File: src/rtl/afg_reg_sequencer.sv
// ---------------------------------------------------------------------------
// afg_reg_sequencer
//
// Controller for a bank of DEPTH enable-gated sample registers in the
// arbitrary function generator. It shares the bank's single write bus between
// host writes and a bulk-clear sweeper. It also steps the readout mux select
// through the bank, one sample per Tick, while Run is high.
//
// Ports
//   Clock        in   system clock, rising edge
//   Reset        in   synchronous reset, active-high
//   WrReq        in   host write request (level)
//   WrAddr       in   host write target register [AW]
//   WrData       in   host write sample value [DW]
//   WrAck        out  one-cycle pulse: host write issued to the bank
//   ClrReq       in   bulk clear request (pulse or level)
//   Run          in   playback enable (level)
//   Tick         in   sample-rate strobe, one cycle wide
//   LastAddr     in   final playback address, inclusive [AW]
//   RegEN        out  one-hot write enables to the bank [DEPTH]
//   RegDin       out  shared write data to the bank [DW]
//   RdAddr       out  readout mux select [AW]
//   SampleStrobe out  pulse: RdAddr just moved to a new sample
//   Wrap         out  pulse: playback wrapped back to address 0
//   Busy         out  high while the clear sweep runs
// ---------------------------------------------------------------------------
module afg_reg_sequencer #(
  parameter int DEPTH = 16,
  parameter int AW    = 4,
  parameter int DW    = 12
) (
  input  logic             Clock,
  input  logic             Reset,
  input  logic             WrReq,
  input  logic [AW-1:0]    WrAddr,
  input  logic [DW-1:0]    WrData,
  output logic             WrAck,
  input  logic             ClrReq,
  input  logic             Run,
  input  logic             Tick,
  input  logic [AW-1:0]    LastAddr,
  output logic [DEPTH-1:0] RegEN,
  output logic [DW-1:0]    RegDin,
  output logic [AW-1:0]    RdAddr,
  output logic             SampleStrobe,
  output logic             Wrap,
  output logic             Busy
);

  typedef enum logic [1:0] {
    IDLE  = 2'd0,
    PLAY  = 2'd1,
    CLEAR = 2'd2
  } state_t;

  // Highest valid register index, and DEPTH in one extra bit so that range
  // checks against it never degenerate when DEPTH == 2**AW.
  localparam logic [AW-1:0] LAST_IDX = AW'(DEPTH - 1);
  localparam logic [AW:0]   DEPTH_W  = (AW + 1)'(DEPTH);

  state_t           state, state_next;
  logic [AW-1:0]    counter, counter_next;

  logic [DEPTH-1:0] reg_en_next;
  logic [DW-1:0]    reg_din_next;
  logic [AW-1:0]    rd_addr_next;
  logic             wr_ack_next;
  logic             strobe_next;
  logic             wrap_next;
  logic             busy_next;

  logic             accept;
  logic             step;
  logic             sweep_done;
  logic             addr_in_range;
  logic [AW-1:0]    end_addr;

  // A write is taken in IDLE/PLAY unless the previous one is still being
  // acked (which caps the rate at one per two cycles) or a clear wins.
  assign accept        = (state != CLEAR) && WrReq && !WrAck && !ClrReq;
  // Stepping only happens when PLAY persists; Run falling or ClrReq drops the Tick.
  assign step          = (state == PLAY) && Run && !ClrReq && Tick;
  assign sweep_done    = (state == CLEAR) && (counter == LAST_IDX);
  assign addr_in_range = ({1'b0, WrAddr} < DEPTH_W);
  // Effective end address: LastAddr clamped to the last real register.
  assign end_addr      = ({1'b0, LastAddr} > {1'b0, LAST_IDX}) ? LAST_IDX : LastAddr;

  // -------------------------------------------------------------------------
  // State and output registers
  // -------------------------------------------------------------------------
  // NOTE: sequential state uses non-blocking assignments so every register
  // samples the pre-edge values of the others, independent of statement order.
  always_ff @(posedge Clock) begin
    if (Reset) begin
      state        <= IDLE;
      counter      <= '0;
      RegEN        <= '0;
      RegDin       <= '0;
      RdAddr       <= '0;
      WrAck        <= 1'b0;
      SampleStrobe <= 1'b0;
      Wrap         <= 1'b0;
      Busy         <= 1'b0;
    end else begin
      state        <= state_next;
      counter      <= counter_next;
      RegEN        <= reg_en_next;
      RegDin       <= reg_din_next;
      RdAddr       <= rd_addr_next;
      WrAck        <= wr_ack_next;
      SampleStrobe <= strobe_next;
      Wrap         <= wrap_next;
      Busy         <= busy_next;
    end
  end

  // -------------------------------------------------------------------------
  // Next-state logic
  // -------------------------------------------------------------------------
  // NOTE: every signal written in a combinational block gets a default first,
  // so no path leaves it unassigned and no latch is inferred.
  always_comb begin
    state_next = state;
    unique case (state)
      IDLE: begin
        if (ClrReq)   state_next = CLEAR;
        else if (Run) state_next = PLAY;
      end
      PLAY: begin
        if (ClrReq)    state_next = CLEAR;
        else if (!Run) state_next = IDLE;
      end
      CLEAR: begin
        // Always back to IDLE; Run has to be seen again to resume playback.
        if (sweep_done) state_next = IDLE;
      end
      default: state_next = IDLE;
    endcase
  end

  // -------------------------------------------------------------------------
  // Output logic: next values for the registered outputs
  // -------------------------------------------------------------------------
  always_comb begin
    counter_next = counter;
    reg_en_next  = '0;
    reg_din_next = '0;
    rd_addr_next = RdAddr;
    wr_ack_next  = 1'b0;
    strobe_next  = 1'b0;
    wrap_next    = 1'b0;
    busy_next    = 1'b0;

    // Clear sweep: the registered outputs of a CLEAR cycle already show that
    // cycle's counter, so the sweep visibly starts at index 0 on entry.
    if (state_next == CLEAR) begin
      counter_next = (state == CLEAR) ? counter + AW'(1) : '0;
      busy_next    = 1'b1;
      reg_en_next  = DEPTH'(1) << counter_next;
    end

    if (sweep_done) begin
      counter_next = '0;
      rd_addr_next = '0;
    end

    // Never overlaps the sweep: acceptance excludes CLEAR and ClrReq.
    if (accept) begin
      wr_ack_next  = 1'b1;
      reg_din_next = WrData;
      if (addr_in_range) reg_en_next = DEPTH'(1) << WrAddr;
    end

    if ((state == IDLE) && (state_next == PLAY)) rd_addr_next = '0;

    // The >= (not ==) wraps immediately if LastAddr was lowered under RdAddr.
    if (step) begin
      strobe_next = 1'b1;
      if (RdAddr >= end_addr) begin
        rd_addr_next = '0;
        wrap_next    = 1'b1;
      end else begin
        rd_addr_next = RdAddr + AW'(1);
      end
    end
  end

endmodule

File: config.mk
export PLATFORM = sky130hd
export DESIGN_NAME = afg_reg_sequencer
export DESIGN_NICKNAME = d
export VERILOG_FILES = /design/src/rtl/afg_reg_sequencer.sv
export SDC_FILE = /design/constraint.sdc
export NUM_CORES = 1
export LEC_CHECK = 0
export CORE_ASPECT_RATIO = 1.1
export CORE_UTILIZATION = 25
export CTS_CLUSTER_SIZE = 30
export DETAILED_ROUTE_END_ITERATION = 7
export GPL_ROUTABILITY_DRIVEN = 0
export GPL_TIMING_DRIVEN = 1
export MAX_ROUTING_LAYER = met4
export SLEW_MARGIN = 20
export SYNTH_ARGS = -nofsm -noshare
export SYNTH_HDL_FRONTEND = slang
export SYNTH_SLANG_ARGS = --single-unit
File: constraint.sdc
create_clock -name Clock -period 1.9 [get_ports Clock]
set_input_delay 0.285 -clock Clock [delete_from_list [all_inputs] [get_ports Clock]]
set_output_delay 0.285 -clock Clock [all_outputs]
set_load 0.01 [all_outputs]
==> impl_metrics.py <==
metrics = {
    "cells_and_area": {
        "area_growth_pct": 52.1,
        "layout_commonest_cell": "clkdlybuf4s50_1",
        "drive_above_1_share_pct": 17.7,
        "finalNetCount": 286,
        "instances_no_fill": 336,
        "nFillCells": 718,
        "layout_common_cells": "clkdlybuf4s50_1 (61), dfxtp_1 (42), buf_4 (20)",
        "diodes": 0,
    },
    "setup_path": {
        "cp.depth": 4,
        "arrival_ns": 2.00,
        "cp_data_required_time_ns": 2.11,
        "path_class": "register to register",
        "path_delay_family": "simple AND/OR/NAND/NOR gates",
        "cp-start-kind": "register",
        "crit_fanout": 8,
        "slowest_delay_ns": 0.53,
        "crit_slowest_cell": "or4b_4",
        "crit_path_end_kind": "register",
        "cp_num_buf_inv": 0,
        "r2r_cells": 4,
        "crit_chain": "nor2b_4, or3_1, or4b_4, o22ai_1",
    },
    "yosys": {
        "async_flop_share_pct": 0,
        "synthesis.area_um2": 1780,
        "ys_types": 54,
        "ys_seq_area_share_pct": 47.3,
        "synth.avg_cell_area_um2": 10.3,
        "synth-edff-count": 0,
        "yosysWarnings": 0,
        "syn_inst": 172,
        "synth_nets": 204,
        "ys.flop_type": "dfxtp_1",
        "synth_seq_cells": 42,
    },
    "run": {
        "maxCapViolations": 0,
    },
    "timing": {
        "worst_slew_pin_slew_ns": 0.482,
        "finalClockSkew_ns": 0.00409,
        "max_clock_freq_mhz": 560,
        "drv_slew": 0,
        "setup_viol": 0,
        "relSlewSlack_pct": 67.9,
        "whs_ns": 0.515,
        "setup-tns-final_ns": 0,
        "fin_crit_ns": 1.79,
        "finalHoldViolCount": 0,
        "finalCritPeriodShare_pct": 94.1,
    },
    "clock_tree": {
        "cts_made_buffers": 5,
        "clk_pin_slew_ns": 0.08,
        "cts_tree": "built",
        "cts_root_buf": "clkbuf_8",
        "h-tree-depth": 2,
        "post_cts.repair.setup_buffers": 0,
        "clock_latency_ns": 0.29,
        "clk_path_buf_depth": 2,
        "numClockSinks": 42,
    },
    "placed_design": {
        "port_buffers": 61,
        "placed_cells": 329,
        "dp_hpwl_mm": 3.22,
    },
    "routing": {
        "vias": 1518,
        "drc_errors": 0,
        "finalWirelength_mm": 4.10,
        "drt_first_iter_violations": 54,
        "first_pass_iters": 4,
        "ant_nets": 0,
        "avgViaCountPerCell": 4.52,
        "wl_per_cell_um": 12.2,
    },
    "pwr": {
        "p_leak_nw": 1.04,
        "peakVddDrop_v": 0.000355,
        "pwr_density_cell_nw_per_um2": 681,
    },
    "floorplanning": {
        "fp-row-count": 31,
        "die_area_um2": 7460,
        "fp.dieW_um": 82.4,
        "die_h_um": 90.5,
        "coreArea_um2": 6750,
        "io_pins": 62,
        "start_util_pct": 26.4,
    },
    "global_routing": {
        "antenna_found_initial": 0,
        "track_usage_pct": 12.3,
        "grt_start_max_net_pins": 13,
        "grt_pass1_vias": 1549,
        "grt_pass1_wl_mm": 6.94,
        "grt_overflow": 0,
    },
    "worst_hold_path": {
        "holdPathStages": 2,
        "holdCritPathClass": "register to register",
    },
    "run_status": {
        "status": "completed",
    },
}
## state kept, by name (all words and copies together) (netlist names)
| signal | flops |
|---|---|
| RegEN | 16 |
| RegDin | 12 |
| RdAddr | 4 |
| counter | 4 |
| state | 2 |
| Busy | 1 |
| SampleStrobe | 1 |
| WrAck | 1 |
| Wrap | 1 |
## cells in the mapped netlist, drive strengths merged, types with 3 or more instances
library cell  count  area share, %
ha                6            4.2
nor2b             3            1.5
or2               5            1.8
nand2             9            1.9
o22ai             7            2.5
nor2              9            1.9
inv               5            1.1
or2b              3            1.3
a21oi             6            1.7
o32ai             4            2.4
buf               3            1.9
dfxtp            42             47
o21a              3            1.3
nand3             5            1.4
and2             13            4.6
nor3              4            1.4
or3               3            1.1
clkbuf            3            1.2
nand2b            6            2.5
## what timing repair did
item                                    4_1_cts  5_1_grt
endpoints found under the setup margin        0        2
hold buffers                                  0        0
gates resized for setup                       0        2
## cell families after synthesis
group	count (synthesis)	synth area share, %
AOI/OAI and AO/OA	33	14.1
xor gates and xnor gates	2	0.985
adders and majority gates	6	4.22
buffers and inverters	11	4.15
DFF	42	47.3
muxes	2	1.83
and+or+nand+nor	76	27.5
## worst reg2reg max path, stage by stage, from the launching register on
cell and delay, ns:
dfxtp_1 0.51, nor2b_4 0.11, or3_1 0.39, or4b_4 0.53
o22ai_1 0.17
## path summary, 6_finish.rpt
| path | start | endpoint | slack, ns |
|---|---|---|---|
| max | state[0] | RegEN[5] | 0.11 |
| min | RdAddr[2] | RdAddr[2] | 0.51 |
| max reg2reg | state[0] | RegEN[5] | 0.11 |
| min reg2reg | RdAddr[2] | RdAddr[2] | 0.51 |
## power breakdown
group / internal [mW] / switching, mW / total, mW
Combinational: 0.134 / 0.0932 / 0.227
Sequential: 0.897 / 0.0116 / 0.909
Clock: 0.420 / 0.286 / 0.706
## final cells by class
| cell class | instances | area [um2] | area share [%] |
|---|---|---|---|
| flip-flops and latches | 42 | 841 | 31.1 |
| clock buffers | 6 | 82.6 | 3.05 |
| repair buffers | 81 | 761 | 28.1 |
| multi-input cells | 119 | 871 | 32.2 |
| inverters | 5 | 18.8 | 0.693 |
| well taps | 82 | 103 | 3.79 |
| clock inverters | 1 | 30.0 | 1.11 |
## per-stage QoR
stage / area (um2) / utilization [%] / worst slack (ns) / total power [mW]
3_5_place_dp: 2590 / 38.3 / -0.144 / 1.15
5_1_grt: 2710 / 40.1 / -0.00202 / 1.92
6_report: 2710 / 40.1 / 0.113 / 1.84
4_1_cts: 2700 / 40.0 / 0.119 / 1.87
3_3_place_gp: 2590 / 38.3 / -0.142 / 1.15
2_1_floorplan: 1780 / - / 0.0576 / 1.04
## layer usage
metal | GRT usage, % | up-vias | wire length, um
li1 | - | 777 | -
met1 | 14.7 | 675 | 1800
met2 | 19.1 | 62 | 1920
met3 | 4.65 | 4 | 355
met4 | 3.51 | 0 | 25
met5 | - | - | 0
Note: power is estimated with default switching activity, not from simulation.
